--- config.mk ---
export PLATFORM = sky130hd
export DESIGN_NAME = mmio_slot_master
export DESIGN_NICKNAME = d
export VERILOG_FILES = /design/src/rtl/mmio_slot_master.sv
export SDC_FILE = /design/constraint.sdc
export NUM_CORES = 1
export LEC_CHECK = 0
export CORE_ASPECT_RATIO = 1.1
export CORE_MARGIN = 8
export CORE_UTILIZATION = 34
export DETAILED_ROUTE_END_ITERATION = 7
export MAX_ROUTING_LAYER = met4
export PLACE_DENSITY_LB_ADDON = 0.3
export SYNTH_ARGS = -nofsm -noshare
export SYNTH_HDL_FRONTEND = slang
export SYNTH_SLANG_ARGS = --single-unit
--- constraint.sdc ---
create_clock -name clk -period 2.4 [get_ports clk]
set_input_delay 0.48 -clock clk [delete_from_list [all_inputs] [get_ports clk]]
set_output_delay 0.48 -clock clk [all_outputs]
set_load 0.01 [all_outputs]
--- src/rtl/mmio_slot_master.sv ---
// mmio_slot_master: single-outstanding MMIO initiator. Decodes the slot from
// req_addr[15:8], drives that slot's select, waits for completion or timeout.
module mmio_slot_master #(
  parameter int NUM_SLOTS = 4,
  parameter int TIMEOUT   = 255
) (
  input  logic                    clk,
  input  logic                    arst_n,
  input  logic                    req_valid,
  output logic                    req_ready,
  input  logic                    req_write,
  input  logic [15:0]             req_addr,
  input  logic [31:0]             req_wdata,
  output logic                    rsp_valid,
  input  logic                    rsp_ready,
  output logic [31:0]             rsp_rdata,
  output logic [1:0]              rsp_err,
  output logic [NUM_SLOTS-1:0]    chip_select,
  output logic                    read,
  output logic                    write,
  output logic [7:0]              addr,
  output logic [31:0]             wr_data,
  output logic                    transaction_completed,
  input  logic [NUM_SLOTS*32-1:0] rd_data,
  input  logic [NUM_SLOTS-1:0]    wr_done,
  input  logic [NUM_SLOTS-1:0]    rd_done,
  input  logic [NUM_SLOTS-1:0]    slave_error,
  input  logic [NUM_SLOTS-1:0]    decode_error
);

  localparam int CW = $clog2(TIMEOUT + 1);
  localparam int SW = (NUM_SLOTS > 1) ? $clog2(NUM_SLOTS) : 1;

  typedef enum logic [1:0] {IDLE, ISSUE, RESP} state_t;

  state_t        state;
  logic [CW-1:0] count;
  logic [SW-1:0] slot;

  logic        in_range;
  logic        s_wr, s_rd, s_serr, s_derr, hit;
  logic [31:0] s_rdata;

  assign req_ready = (state == IDLE);
  assign in_range  = ({1'b0, req_addr[15:8]} < 9'(NUM_SLOTS));

  // Only the captured slot's status can complete the transaction.
  assign s_wr    = wr_done[slot];
  assign s_rd    = rd_done[slot];
  assign s_serr  = slave_error[slot];
  assign s_derr  = decode_error[slot];
  assign s_rdata = rd_data[slot*32 +: 32];
  assign hit     = s_wr | s_rd | s_serr | s_derr;

  always_ff @(posedge clk or negedge arst_n) begin
    if (!arst_n) begin
      state                 <= IDLE;
      count                 <= '0;
      slot                  <= '0;
      rsp_valid             <= 1'b0;
      rsp_rdata             <= '0;
      rsp_err               <= 2'b00;
      chip_select           <= '0;
      read                  <= 1'b0;
      write                 <= 1'b0;
      addr                  <= '0;
      wr_data               <= '0;
      transaction_completed <= 1'b0;
    end else begin
      transaction_completed <= 1'b0;
      case (state)
        IDLE: begin
          if (req_valid) begin
            if (in_range) begin
              chip_select <= NUM_SLOTS'(1) << req_addr[15:8];
              write       <= req_write;
              read        <= !req_write;
              addr        <= req_addr[7:0];
              wr_data     <= req_wdata;
              count       <= '0;
              slot        <= req_addr[8 +: SW];
              state       <= ISSUE;
            end else begin
              // No slot is touched, so no completion pulse is owed.
              rsp_valid <= 1'b1;
              rsp_err   <= 2'b10;
              rsp_rdata <= '0;
              state     <= RESP;
            end
          end
        end
        ISSUE: begin
          if (hit || (count == CW'(TIMEOUT - 1))) begin
            chip_select           <= '0;
            read                  <= 1'b0;
            write                 <= 1'b0;
            transaction_completed <= 1'b1;
            rsp_valid             <= 1'b1;
            state                 <= RESP;
            if (hit) begin
              rsp_err   <= s_derr ? 2'b10 : (s_serr ? 2'b01 : 2'b00);
              rsp_rdata <= (read && s_rd && !s_derr && !s_serr) ? s_rdata : 32'd0;
            end else begin
              rsp_err   <= 2'b11;
              rsp_rdata <= '0;
            end
          end else if (count != {CW{1'b1}}) begin
            count <= count + 1'b1;
          end
        end
        RESP: begin
          if (rsp_ready) begin
            rsp_valid <= 1'b0;
            rsp_rdata <= '0;
            rsp_err   <= 2'b00;
            addr      <= '0;
            wr_data   <= '0;
            state     <= IDLE;
          end
        end
        default: state <= IDLE;
      endcase
    end
  end

endmodule

# Yosys cells after proc, flatten, opt, wreduce, memory -nomap -nowiden
# Index checks and enable logic that the tools add are counted.
# totals
register_bits	94
latch_bits	0
ramBits	0
mem_bits_ro	0
inputBits	197
output_inout_bits	83
n_memories	0
# classes
addsub	1
mul	0
n_div	0
order_cmp	2
eq_ne	11
shift	2
mux	57
bitwise	3
reduce_logical	17
# op_table
cell	count
$mux W32	8
$shiftx A128 B8 Y32	1
$pmux W32 S3	1
$pmux W32 S2	1
$mux W8	7
$pmux W8 S2	2
$mux W2	9
$mux W1	16
$mux W4	3
$ne A2 B2 Y1 const B	6
$pmux W2 S3	2
$reduce_and A5 Y1	2
$add A8 B1 Y8 const B	1
$bmux W1 S2	4
$eq A8 B8 Y1 const B	1
$lt A8 B3 Y1 const B	1
$ne A8 B8 Y1 const B	1
$pmux W4 S2	1
$reduce_and A4 Y1	2
$shl A1 B8 Y4 const A	1
$reduce_and A3 Y1	2
$pmux W1 S2	2
$reduce_bool A2 Y1	2
$logic_and A1 B1 Y1	3
10 further kinds	14

# Depth between registers and ports, before layout
# logic_depth
word_depth	9
ltp_mapped	8
depth_no_buf	6

# Worst setup path after synthesis
# Ideal clock, no wire load.
# synth_path
path_kind	register to register
from	register slot[0]
to	register count[5]
arrival_ns	2.163
required_ns	2.313
slack_ns	0.151
stages_incl_launch_ff	7
synth_period_minus_slack_ns	2.249
cell_sequence	dfrtp_1 > buf_6 > mux4_2 > nor4_4 > o21ai_2 > or4_1 > o211ai_1
# synth_between
elab_chain_len	8
elab_cells_between_ends	14
classes_between	eq/ne: 1; mux: 8; bitwise: 3; reduce/logical: 2
# synth_rtl
element	line_no	source
from (decl)	38	logic [SW-1:0] slot;
from (signal assigned)	81	slot <= req_addr[8 +: SW];
$bmux W1 S2 (on tied branches)	48, 49	
$mux W1 (on tied branches)	48, 49	
$or A1 B1 Y1 (2 in series)	53	assign hit = s_wr | s_rd | s_serr | s_derr;
$or A1 B1 Y1 (*)	53	
$logic_or A1 B1 Y1 (*)	93	if (hit || (count == CW'(TIMEOUT - 1))) begin
$ne A2 B2 Y1 (no line) (*)	-	
$reduce_and A5 Y1 (no line) (*)	-	
to (signal assigned)	108	count <= count + 1'b1;
to (decl)	37	logic [CW-1:0] count;
# Every way passes the cells marked *; elsewhere a longest branch is shown, timed or not. The select of a mux whose other input is x is not followed.
# A chain may end at the register's enable or synchronous reset.

# Worst setup path in the final report
# layout_path
from	input port rd_done[3]
to	register count[5]
# layout_between
elab_chain_len	8
# layout_rtl
element	line_no	source
from (decl)	26	input logic [NUM_SLOTS-1:0] rd_done,
$bmux W1 S2	49	assign s_rd = rd_done[slot];
$mux W1 (implied by the code)	49	
$or A1 B1 Y1 (3 in series)	53	
$logic_or A1 B1 Y1	93	
$ne A2 B2 Y1 (no line)	-	
$reduce_and A5 Y1 (no line)	-	
# No other way between the ends. The select of a mux whose other input is x is not followed.

==> results <==
final timing paths:
path                       cells past startpoint                   start                         to  slack (ps)
setup / recovery                               7              rd_done[3]       count[5]$_DFFE_PN0P_         -20
hold / removal                                 1                  arst_n    wr_data[31]$_DFFE_PN0P_          40
setup reg to reg                               6     slot[0]$_DFFE_PN0P_       count[5]$_DFFE_PN0P_          20
hold reg to reg                                1  rsp_err[0]$_DFFE_PN0P_     rsp_err[0]$_DFFE_PN0P_         500
max in group asynchronous                      2                  arst_n  rsp_rdata[19]$_DFFE_PN0P_        1690
min in group clk                               1  rsp_err[0]$_DFFE_PN0P_     rsp_err[0]$_DFFE_PN0P_         500
power by group:
group | switching [W] | total, W | internal [W]
Sequential | 0.000132 | 0.00193 | 0.00180
Combinational | 0.000604 | 0.00154 | 0.000934
Clock | 0.000580 | 0.00139 | 0.000808
worst max-delay path, delay by kind of cell:
| kind | cells | cell delay (ps) |
|---|---|---|
| buf+inv | 2 | 550 |
| mux | 1 | 510 |
| compound gates | 3 | 710 |
| simple gates | 1 | 350 |
layout make-up:
| class | count | area share |
|---|---|---|
| sequential | 94 | 0.2913 |
| clock inverter | 5 | 0.007434 |
| multi-input combinational | 229 | 0.2523 |
| inverter | 45 | 0.02091 |
| timing repair buffer | 299 | 0.3701 |
| tap | 188 | 0.02912 |
| clock buffer | 11 | 0.02881 |
state kept, by name, indices dropped and copies added (netlist names), 2 cells and up:
| name | flops |
|---|---|
| slot | 2 |
| count | 8 |
| addr | 8 |
| rsp_rdata | 32 |
| chip_select | 4 |
| state | 2 |
| wr_data | 32 |
| rsp_err | 2 |
routing by layer:
metal	wire, microns	up-vias
met5	0	-
met4	367	0
met3	1552	30
met2	8146	229
met1	6196	2065
li1	-	2037
repair_timing:
| item | in CTS | in global routing |
|---|---|---|
| resized for setup | 0 | 1 |
| setup endpoints to repair | 0 | 2 |
| buffers inserted | 0 | 2 |
per-stage QoR:
stage	hold slack, ps	cell area, sq um	utilization
2_1_floorplan	184.4	4695	-
3_3_place_gp	400.3	7771	0.5703
3_5_place_dp	406.9	7771	0.5703
4_1_cts	36.43	8064	0.5918
5_1_grt	51.88	8079	0.5929
6_report	42.32	8079	0.5929
synth_stat cells (2+ instances only):
cell type	number	area, sq um
a22o_1	37	324.1
o311ai_0	2	17.52
a21oi_1	6	30.03
ha_1	2	25.02
a21o_1	3	22.52
nor2_1	11	41.29
nand3_1	46	230.2
buf_6	4	45.04
mux4_2	36	810.8
o21ai_0	44	220.2
mux2i_1	2	20.02
o31ai_1	2	15.01
nand2_1	10	37.54
dfrtp_1	94	2352
inv_1	45	168.9
o21bai_1	2	15.01
nor4_1	2	12.51
o2bb2ai_1	2	17.52
o211ai_1	2	15.01
clkbuf_1	24	90.09
a32o_1	2	20.02
kinds of logic after synthesis:
kind of cell / share of synthesized area
AND/OR/NAND/NOR: 0.08689
buffers and inverters: 0.06716
flip-flops: 0.5011
multiplexers: 0.1794
AO/OA/AOI/OAI: 0.1602
adder cells (fa/ha/maj): 0.005330
==> metrics.md <==
| Metric | Value |
|---|---|
| Status | complete, but fails checks |
| Violated checks | setup timing |
| Global routing usage on met3 | 0.06343 |
| Final Skew | 8.006 ps |
| Critical path endpoint category | register |
| Clk sinks | 94 |
| Clock Pin Slew Worst Setup and Hold Paths | ~60 ps |
| Slowest cell on the critical path | mux4_2 |
| Syn_area_per_cell | 11.80 sq um |
| Placed insts | 853 |
| IO Port Bufs | about 280 |
| Post-synth EDFFs | 0 |
| Final hold vios | 0 |
| Critical path startpoint category | input pin |
| Final setup violation count | 1 |
| First-pass GRT wire length | 25,400 microns |
| Die H | 139.2 microns |
| Core area | 13,630 sq um |
| Sequential cell area fraction in the yosys report | 0.5011 |
| Chip Width | 128.0 microns |
| Fraction of layout cells with a size suffix above 1 | 0.1142 |
| CP Cell Sequence | clkdlybuf4s50_1, mux4_2, nor4_4, o21ai_2, buf_4, o311ai_0, o211ai_1 |
| Cell Area, Synth | 4695 sq um |
| GRT Residual Overflow | 0 |
| Minimum clock period after layout | 2424 ps |
| Commonest non-fill, non-tap cell in the layout | clkdlybuf4s50_1 |
| Top Usage Layer GRT | met2 |
| Die area | 17,830 sq um |
| Finished Layout Cells | approximately 870 |
| Worst-margin pin slew | 681.3 ps |
| RSZ-0062 raised after global routing | no |
| TritonCTS clock tree | done |
| Final Power | 0.004856 W |
| Antenna Nets Post-Route | 0 |
| Maximum VDD drop | between 0.0003 and 0.0004 V |
| Clock Latency Late Sink | 330 ps |
| Drt wl/cell | 18.67 microns |
| Pre-CTS WS | -255.1 ps |
| Slowest cell delay on critical path | 510 ps |
| Starting DRT DRC Count | 234 |
| Cell Pwr Density | 601.0 nW/um^2 |
| Cell count after synthesis | 398 |
| Starting Density | 0.3445 |
| Drt pass-1 iters | 4 |
| Multi-input gate area | 2038 sq um |
| Max clock buf depth | 2 |
| FILL cells | 1,158 |
| Num CTS Buffers | 9 |
| Pleak | 3.252 nW |
| Hold_buf cts | 0 |
| CP arrival | 2620 ps |
| Mapped Nets | 597 |
| Hold crit path type | in -> async |
| Pins Over Slew Limit | 0 |
| Boundary Pins | 280 |
| Post-route setup TNS | -24.13 ps |
| Routed vias | 4,361 |
| #FFs+latches synth | 94 |
| GRT met1 Usage | 0.2019 |
| Fraction of registers with async set/reset | 1.000 |
| Final period util | 1.010 |
| Antenna violations before repair | 0 |
| Area grow syn2layout | 72.09% |
| Crit Path Category | in -> reg |
| Site Rows | 45 |
| CP max FO | 3 |
| Post-DP HPWL | between 10,000 and 15,000 microns |
| Antenna cell count | 0 |
| Grt met2 use | 0.3127 |
| Total number of H-tree levels | 3 |
| RePlAce Congestion | about 0.85 |
| Worst setup margin | -24.13 ps |
| Max_cap viols | 0 |
| WL final | 16,260 microns |
| CTS root buffer | clkbuf_16 |
| Sequential cell area | 2354 sq um |
| Fin nets | a little under 900 |
| Vias in the first global route | 4,780 |
| Distinct cells, synth | 41 |
| Worst slew margin | 0.5441 |
| F_max | roughly 0.41 GHz |
| CP Data Required Time | 2590 ps |
| Yosys Warn Count | 0 |
| Most frequent cells in the layout | clkdlybuf4s50_1 (278), dfrtp_1 (93), nand3_1 (46) |
| Largest net degree at the start of global routing | 81 |
| # DRC | 0 |
| Gr usage total | 0.1873 |
| Synth Flop Type | dfrtp_1 |
| Vias/cell | 5.007 |
Note: power is estimated with default switching activity, not from simulation.
